===== src/rtl/mult_div_unit.sv =====
// Multi-cycle multiply/divide unit owning the HI/LO pair: iterative restoring divide,
// cancel abort, divide-by-zero flag. Define MDU_MADD_EN to enable MADD/MADDU/MSUB/MSUBU.
module mult_div_unit #(
    parameter int unsigned WIDTH   = 32,
    parameter int unsigned MUL_LAT = 5
) (
    input  logic             clk,
    input  logic             clr,
    input  logic             start,
    input  logic [3:0]       op,
    input  logic [WIDTH-1:0] a,
    input  logic [WIDTH-1:0] b,
    input  logic             cancel,
    output logic             busy,
    output logic [WIDTH-1:0] dout,
    output logic [WIDTH-1:0] hi,
    output logic [WIDTH-1:0] lo,
    output logic             div_zero
);
    localparam int unsigned CMAX  = (MUL_LAT > WIDTH) ? MUL_LAT : WIDTH;
    localparam int unsigned CNT_W = $clog2(CMAX);

    localparam logic [3:0] OP_MULT  = 4'd0;
    localparam logic [3:0] OP_MULTU = 4'd1;
    localparam logic [3:0] OP_DIV   = 4'd2;
    localparam logic [3:0] OP_DIVU  = 4'd3;
    localparam logic [3:0] OP_MFHI  = 4'd4;
    localparam logic [3:0] OP_MFLO  = 4'd5;
    localparam logic [3:0] OP_MTHI  = 4'd6;
    localparam logic [3:0] OP_MTLO  = 4'd7;
    localparam logic [3:0] OP_MADD  = 4'd8;
    localparam logic [3:0] OP_MSUB  = 4'd10;
    localparam logic [3:0] OP_MSUBU = 4'd11;

    typedef enum logic [1:0] {IDLE, MUL, DIV, FIX} state_t;

    state_t             state;
    logic [CNT_W-1:0]   cnt;
    logic [WIDTH-1:0]   a_r;
    logic [WIDTH-1:0]   b_r;
    logic [WIDTH-1:0]   rem;
    logic [3:0]         op_r;
    logic               q_neg;
    logic               r_neg;

    logic               is_mul;
    logic               is_div;
    logic               in_signed;
    logic [WIDTH-1:0]   a_abs;
    logic [WIDTH-1:0]   b_abs;
    logic               mul_signed;
    logic [2*WIDTH-1:0] ext_a;
    logic [2*WIDTH-1:0] ext_b;
    logic [2*WIDTH-1:0] prod;
    logic [WIDTH:0]     shifted;
    logic [WIDTH:0]     diff;
    logic               ge;
    logic [WIDTH-1:0]   rem_next;

`ifdef MDU_MADD_EN
    logic [2*WIDTH-1:0] acc;
    assign is_mul = (op == OP_MULT) || (op == OP_MULTU) || (op >= OP_MADD && op <= OP_MSUBU);
    assign acc    = op_r[1] ? ({hi, lo} - prod) : ({hi, lo} + prod);
`else
    assign is_mul = (op == OP_MULT) || (op == OP_MULTU);
`endif

    // Accept-time decode; divides latch operand magnitudes and result signs
    assign is_div    = (op == OP_DIV) || (op == OP_DIVU);
    assign in_signed = (op == OP_DIV);
    assign a_abs     = (in_signed && a[WIDTH-1]) ? -a : a;
    assign b_abs     = (in_signed && b[WIDTH-1]) ? -b : b;

    // Full-width product from the latched operands
    assign mul_signed = (op_r == OP_MULT) || (op_r == OP_MADD) || (op_r == OP_MSUB);
    assign ext_a      = {{WIDTH{a_r[WIDTH-1] & mul_signed}}, a_r};
    assign ext_b      = {{WIDTH{b_r[WIDTH-1] & mul_signed}}, b_r};
    assign prod       = ext_a * ext_b;

    // One restoring-division step: a_r shifts out dividend bits and in quotient bits
    assign shifted  = {rem, a_r[WIDTH-1]};
    assign ge       = shifted >= {1'b0, b_r};
    assign diff     = shifted - {1'b0, b_r};
    assign rem_next = ge ? WIDTH'(diff) : WIDTH'(shifted);

    always_comb begin
        dout = '0;
        if (op == OP_MFHI)
            dout = hi;
        else if (op == OP_MFLO)
            dout = lo;
    end

    always_ff @(posedge clk or posedge clr) begin
        if (clr) begin
            state    <= IDLE;
            cnt      <= '0;
            a_r      <= '0;
            b_r      <= '0;
            rem      <= '0;
            op_r     <= '0;
            q_neg    <= 1'b0;
            r_neg    <= 1'b0;
            busy     <= 1'b0;
            hi       <= '0;
            lo       <= '0;
            div_zero <= 1'b0;
        end else begin
            div_zero <= 1'b0;
            case (state)
                IDLE: begin
                    if (start && !cancel) begin
                        if (is_mul) begin
                            a_r   <= a;
                            b_r   <= b;
                            op_r  <= op;
                            cnt   <= CNT_W'(MUL_LAT - 1);
                            busy  <= 1'b1;
                            state <= MUL;
                        end else if (is_div) begin
                            a_r   <= a_abs;
                            b_r   <= b_abs;
                            op_r  <= op;
                            rem   <= '0;
                            q_neg <= in_signed && (a[WIDTH-1] ^ b[WIDTH-1]);
                            r_neg <= in_signed && a[WIDTH-1];
                            cnt   <= CNT_W'(WIDTH - 1);
                            busy  <= 1'b1;
                            state <= DIV;
                        end else if (op == OP_MTHI) begin
                            hi <= a;
                        end else if (op == OP_MTLO) begin
                            lo <= a;
                        end
                    end
                end
                MUL: begin
                    if (cancel) begin
                        busy  <= 1'b0;
                        state <= IDLE;
                    end else if (cnt == '0) begin
`ifdef MDU_MADD_EN
                        if (op_r[3])
                            {hi, lo} <= acc;
                        else
                            {hi, lo} <= prod;
`else
                        {hi, lo} <= prod;
`endif
                        busy  <= 1'b0;
                        state <= IDLE;
                    end else begin
                        cnt <= cnt - 1'b1;
                    end
                end
                DIV: begin
                    if (cancel) begin
                        busy  <= 1'b0;
                        state <= IDLE;
                    end else begin
                        rem <= rem_next;
                        a_r <= {a_r[WIDTH-2:0], ge};
                        if (cnt == '0)
                            state <= FIX;
                        else
                            cnt <= cnt - 1'b1;
                    end
                end
                FIX: begin
                    if (!cancel) begin
                        if (b_r == '0) begin
                            div_zero <= 1'b1;
                        end else begin
                            lo <= q_neg ? -a_r : a_r;
                            hi <= r_neg ? -rem : rem;
                        end
                    end
                    busy  <= 1'b0;
                    state <= IDLE;
                end
                default: begin
                    busy  <= 1'b0;
                    state <= IDLE;
                end
            endcase
        end
    end
endmodule


===== config.mk =====
export PLATFORM = sky130hd
export DESIGN_NAME = mult_div_unit
export DESIGN_NICKNAME = d
export VERILOG_FILES = /design/src/rtl/mult_div_unit.sv
export SDC_FILE = /design/constraint.sdc
export NUM_CORES = 2
export LEC_CHECK = 0
export BUFFER_PORTS_ARGS = -buffer_cell sky130_fd_sc_hd__buf_2
export CAP_MARGIN = 20
export CORE_ASPECT_RATIO = 1.4
export CORE_MARGIN = 2
export CORE_UTILIZATION = 55
export CTS_CLUSTER_DIAMETER = 50
export CTS_CLUSTER_SIZE = 28
export DETAILED_ROUTE_END_ITERATION = 16
export PLACE_DENSITY_LB_ADDON = 0.15
export SYNTH_ARGS = -nofsm -noshare
export SYNTH_HDL_FRONTEND = slang
export SYNTH_SLANG_ARGS = --single-unit

===== constraint.sdc =====
create_clock -name clk -period 9.7 [get_ports clk]
set_input_delay 1.94 -clock clk [delete_from_list [all_inputs] [get_ports clk]]
set_output_delay 1.94 -clock clk [all_outputs]
set_load 0.005 [all_outputs]

==> summary.md <==
| Metric | Value |
|---|---|
| Async S/R FF share, synth | `100.0%` |
| Vias | `40880` |
| RSZ-0062 raised after global routing | `no` |
| Most used flip-flop cell after synthesis | `dfrtp_1` |
| Yosys top cell by area | `fa_1` |
| Worst Path Arrival | `9.55 ns` |
| Initial core utilization | `a little under three fifths` |
| Syn Nets | `a little over 7000` |
| Commonest non-fill, non-tap cell in the layout | `inv_1` |
| Crit Reg-Reg Startpoint | `op_r[1]$_DFFE_PP0P_` |
| Slowest cell delay on critical path | `0.64 ns` |
| FMAX | `108.6 MHz` |
| IO Pins | `170` |
| Die footprint | `94040 sq um` |
| R2R setup slack | `0.49 ns` |
| Final hold violations | `0` |
| Dpl cells | `6960` |
| Area contributors post-synth | `fa_1 45%, inv_1 9.0%, dfrtp_1 8.7%, nand2_1 7.6%, ha_1 6.3%` |
| DRC viols | `0` |
| DR WL/cell | `23.78 microns` |
| Post-route insts no fill | `7003` |
| Met3 Usage GRT | `4.305%` |
| Most frequent cells in the layout | `1207 x inv_1, 1126 x fa_1, 1021 x nand2_1` |
| Skew final | `0.01840 ns` |
| Layout area overhead | `6.062%` |
| Clock Sinks | `175` |
| Critical Path Fanout Max | `19` |
| Max Cap Violations | `0` |
| WP depth | `26` |
| Crit path buffers/inverters | `5` |
| CTS H-tree depth | `4` |
| # rows | `131` |
| Clock root buffer | `clkbuf_16` |
| Fraction of layout cells with a size suffix above 1 | `6.880%` |
| DP HPWL | `138300 microns` |
| Initial antenna violation count | `12` |
| Clk_lat worst skew | `0.48 ns` |
| Core region area | `90970 sq um` |
| Inserted Clock Buffers | `17` |
| Crit path from | `op_r[1]$_DFFE_PP0P_` |
| All-Layer GR Usage | `36.75%` |
| Antenna Nets Post-Route | `0` |
| Routability Congestion | `1.004` |
| Total negative slack | `0 ns` |
| Met2 Usage GRT | `a little over three fifths` |
| Worst setup path class | `reg2reg` |
| Crit end category | `flip-flop` |
| Maximum buffer depth of the clock tree | `2` |
| Mean post-synth cell area | `8.694 sq um` |
| Number of register bits inferred by synthesis | `175` |
| Iter 0 DRT Violations | `3318` |
| Syn Inst Count | `5793` |
| First-pass GRT wire length | `around 260000 microns` |
| Top cell type's share of synthesized area | `44.76%` |
| Reg2reg path depth | `26` |
| TritonCTS clock tree | `done` |
| Warnings from Yosys | `0` |
| Via density | `5.838` |
| 1st-pass router iterations | `6` |
| CP required | `10.04 ns` |
| End of the critical path | `hi[29]$_DFFE_PP0P_` |
| WL final | `166500 microns` |
| Die Wd | `259.7 microns` |
| Hold/Removal Path Class | `reg2reg` |
| Vias in the first global route | `43100` |
| Most frequent CP cell | `fa_1` |
| Outcome | `finished, final reports clean` |
| Cell family with most CP delay | `adder cells` |
| Worst-path clk slew | `0.07 ns` |
| Slew @ Worst Pin | `1.153 ns` |
| Post-synth EDFFs | `0` |
| Worst r2r dst | `hi[29]$_DFFE_PP0P_` |
| CP Launch Type | `flip-flop` |
| Max Slew Vio Count | `0` |
| Largest net degree at the start of global routing | `a little under 70` |
| Sequential fraction of the synthesis area | `8.695%` |
| Synthesized area | `50360 sq um` |
| Slew HR | `23.12%` |
| PortBufs | `approximately 170` |
| CP max stage cell | `o31ai_1` |
| Die H | `around 360 microns` |
| Grt peak-use layer | `met2` |
| Final setup fails | `0` |
| Total gr overflow | `0` |
| Crit path time final | `9.210 ns` |
| Met1 GRT Util | `43.63%` |
| Tcrit/Tclk final | `94.95%` |
| Final nets | `7239` |
| Post-synth cell types | `75` |
[logic make-up after synthesis]
family                   synth area share, %
flip-flops                             8.695
multiplexers                          0.5813
XOR/XNOR                               3.635
AND/OR/NAND/NOR                        15.07
buffers and inverters                  11.65
adder cells (fa/ha/maj)                51.09
AO/OA/AOI/OAI                          9.277
[cell type report]
class / instances / area (sq um)
Antenna cell: 7 / 17.52
Inverter: 1210 / 4547
Clock inverter: 14 / 172.7
Multi-Input combinational cell: 4056 / 40180
Fill cell: 8306 / 37550
Clock buffer: 18 / 439.2
Sequential cell: 175 / 4380
Timing Repair Buffer: 326 / 2180
Tap cell: 1197 / 1498
[synthesized netlist by cell type, types with 54 or more instances]
master	number
xor2_1	76
o21ai_1	114
nor2_1	184
a22o_1	54
clkbuf_1	308
o21ai_0	127
dfrtp_1	175
xnor2_1	133
a21oi_1	186
ha_1	255
inv_1	1209
and2_1	245
fa_1	1126
nand2_1	1024
[per-stage QoR]
| stage | util, % | hold WS, ns | setup slack (ns) | cell area (sq um) |
|---|---|---|---|---|
| after floorplan | - | 0.4478 | 0.6612 | 50360 |
| after detailed placement | 57.93 | 0.4853 | 0.4528 | 52700 |
| after global placement | 57.90 | 0.4669 | 0.5716 | 52670 |
| final | 58.72 | 0.5113 | 0.4898 | 53420 |
| after CTS | 58.60 | 0.5092 | 0.3884 | 53310 |
| after global routing | 58.72 | 0.5408 | 0.09241 | 53410 |
[tightest hold or removal path, delay by kind of cell, from the launching register on]
kind             cells  cell delay [ns]
flip-flops           1             0.36
AND/OR/NAND/NOR      2             0.12
[metal layers]
metal  vias to the layer above  share of wire (%)
li1                      17500                  -
met1                     21070                 35
met2                      1758                 51
met3                       544                6.2
met4                         4                8.0
met5                         -              0.016
[state kept, by name, summed over array words and instances (netlist names)]
signal / flops
op_r: 4
div_zero: 1
lo: 32
cnt: 5
rem: 32
state: 2
busy: 1
a_r: 32
hi: 32
q_neg: 1
b_r: 32
r_neg: 1
[worst min path at each step]
stage / end / cells after the start / from
2_1_floorplan: op_r[1]$_DFFE_PP0P_ / 2 / op_r[1]$_DFFE_PP0P_
3_3_place_gp: q_neg$_DFFE_PP0P_ / 2 / q_neg$_DFFE_PP0P_
3_5_place_dp: op_r[1]$_DFFE_PP0P_ / 2 / op_r[1]$_DFFE_PP0P_
4_1_cts: op_r[1]$_DFFE_PP0P_ / 2 / op_r[1]$_DFFE_PP0P_
5_1_grt: op_r[2]$_DFFE_PP0P_ / 1 / op_r[2]$_DFFE_PP0P_
6_report: op_r[1]$_DFFE_PP0P_ / 2 / op_r[1]$_DFFE_PP0P_
[repair_timing]
item / in CTS / in global routing
resized for setup: 0 / 2
setup endpoints to repair: 0 / 4
hold buffers: 0 / 0
setup buffers: 0 / 1
Power is not shown: default switching activity piles up to over one toggle a cycle in this logic, so the estimate is an artifact.
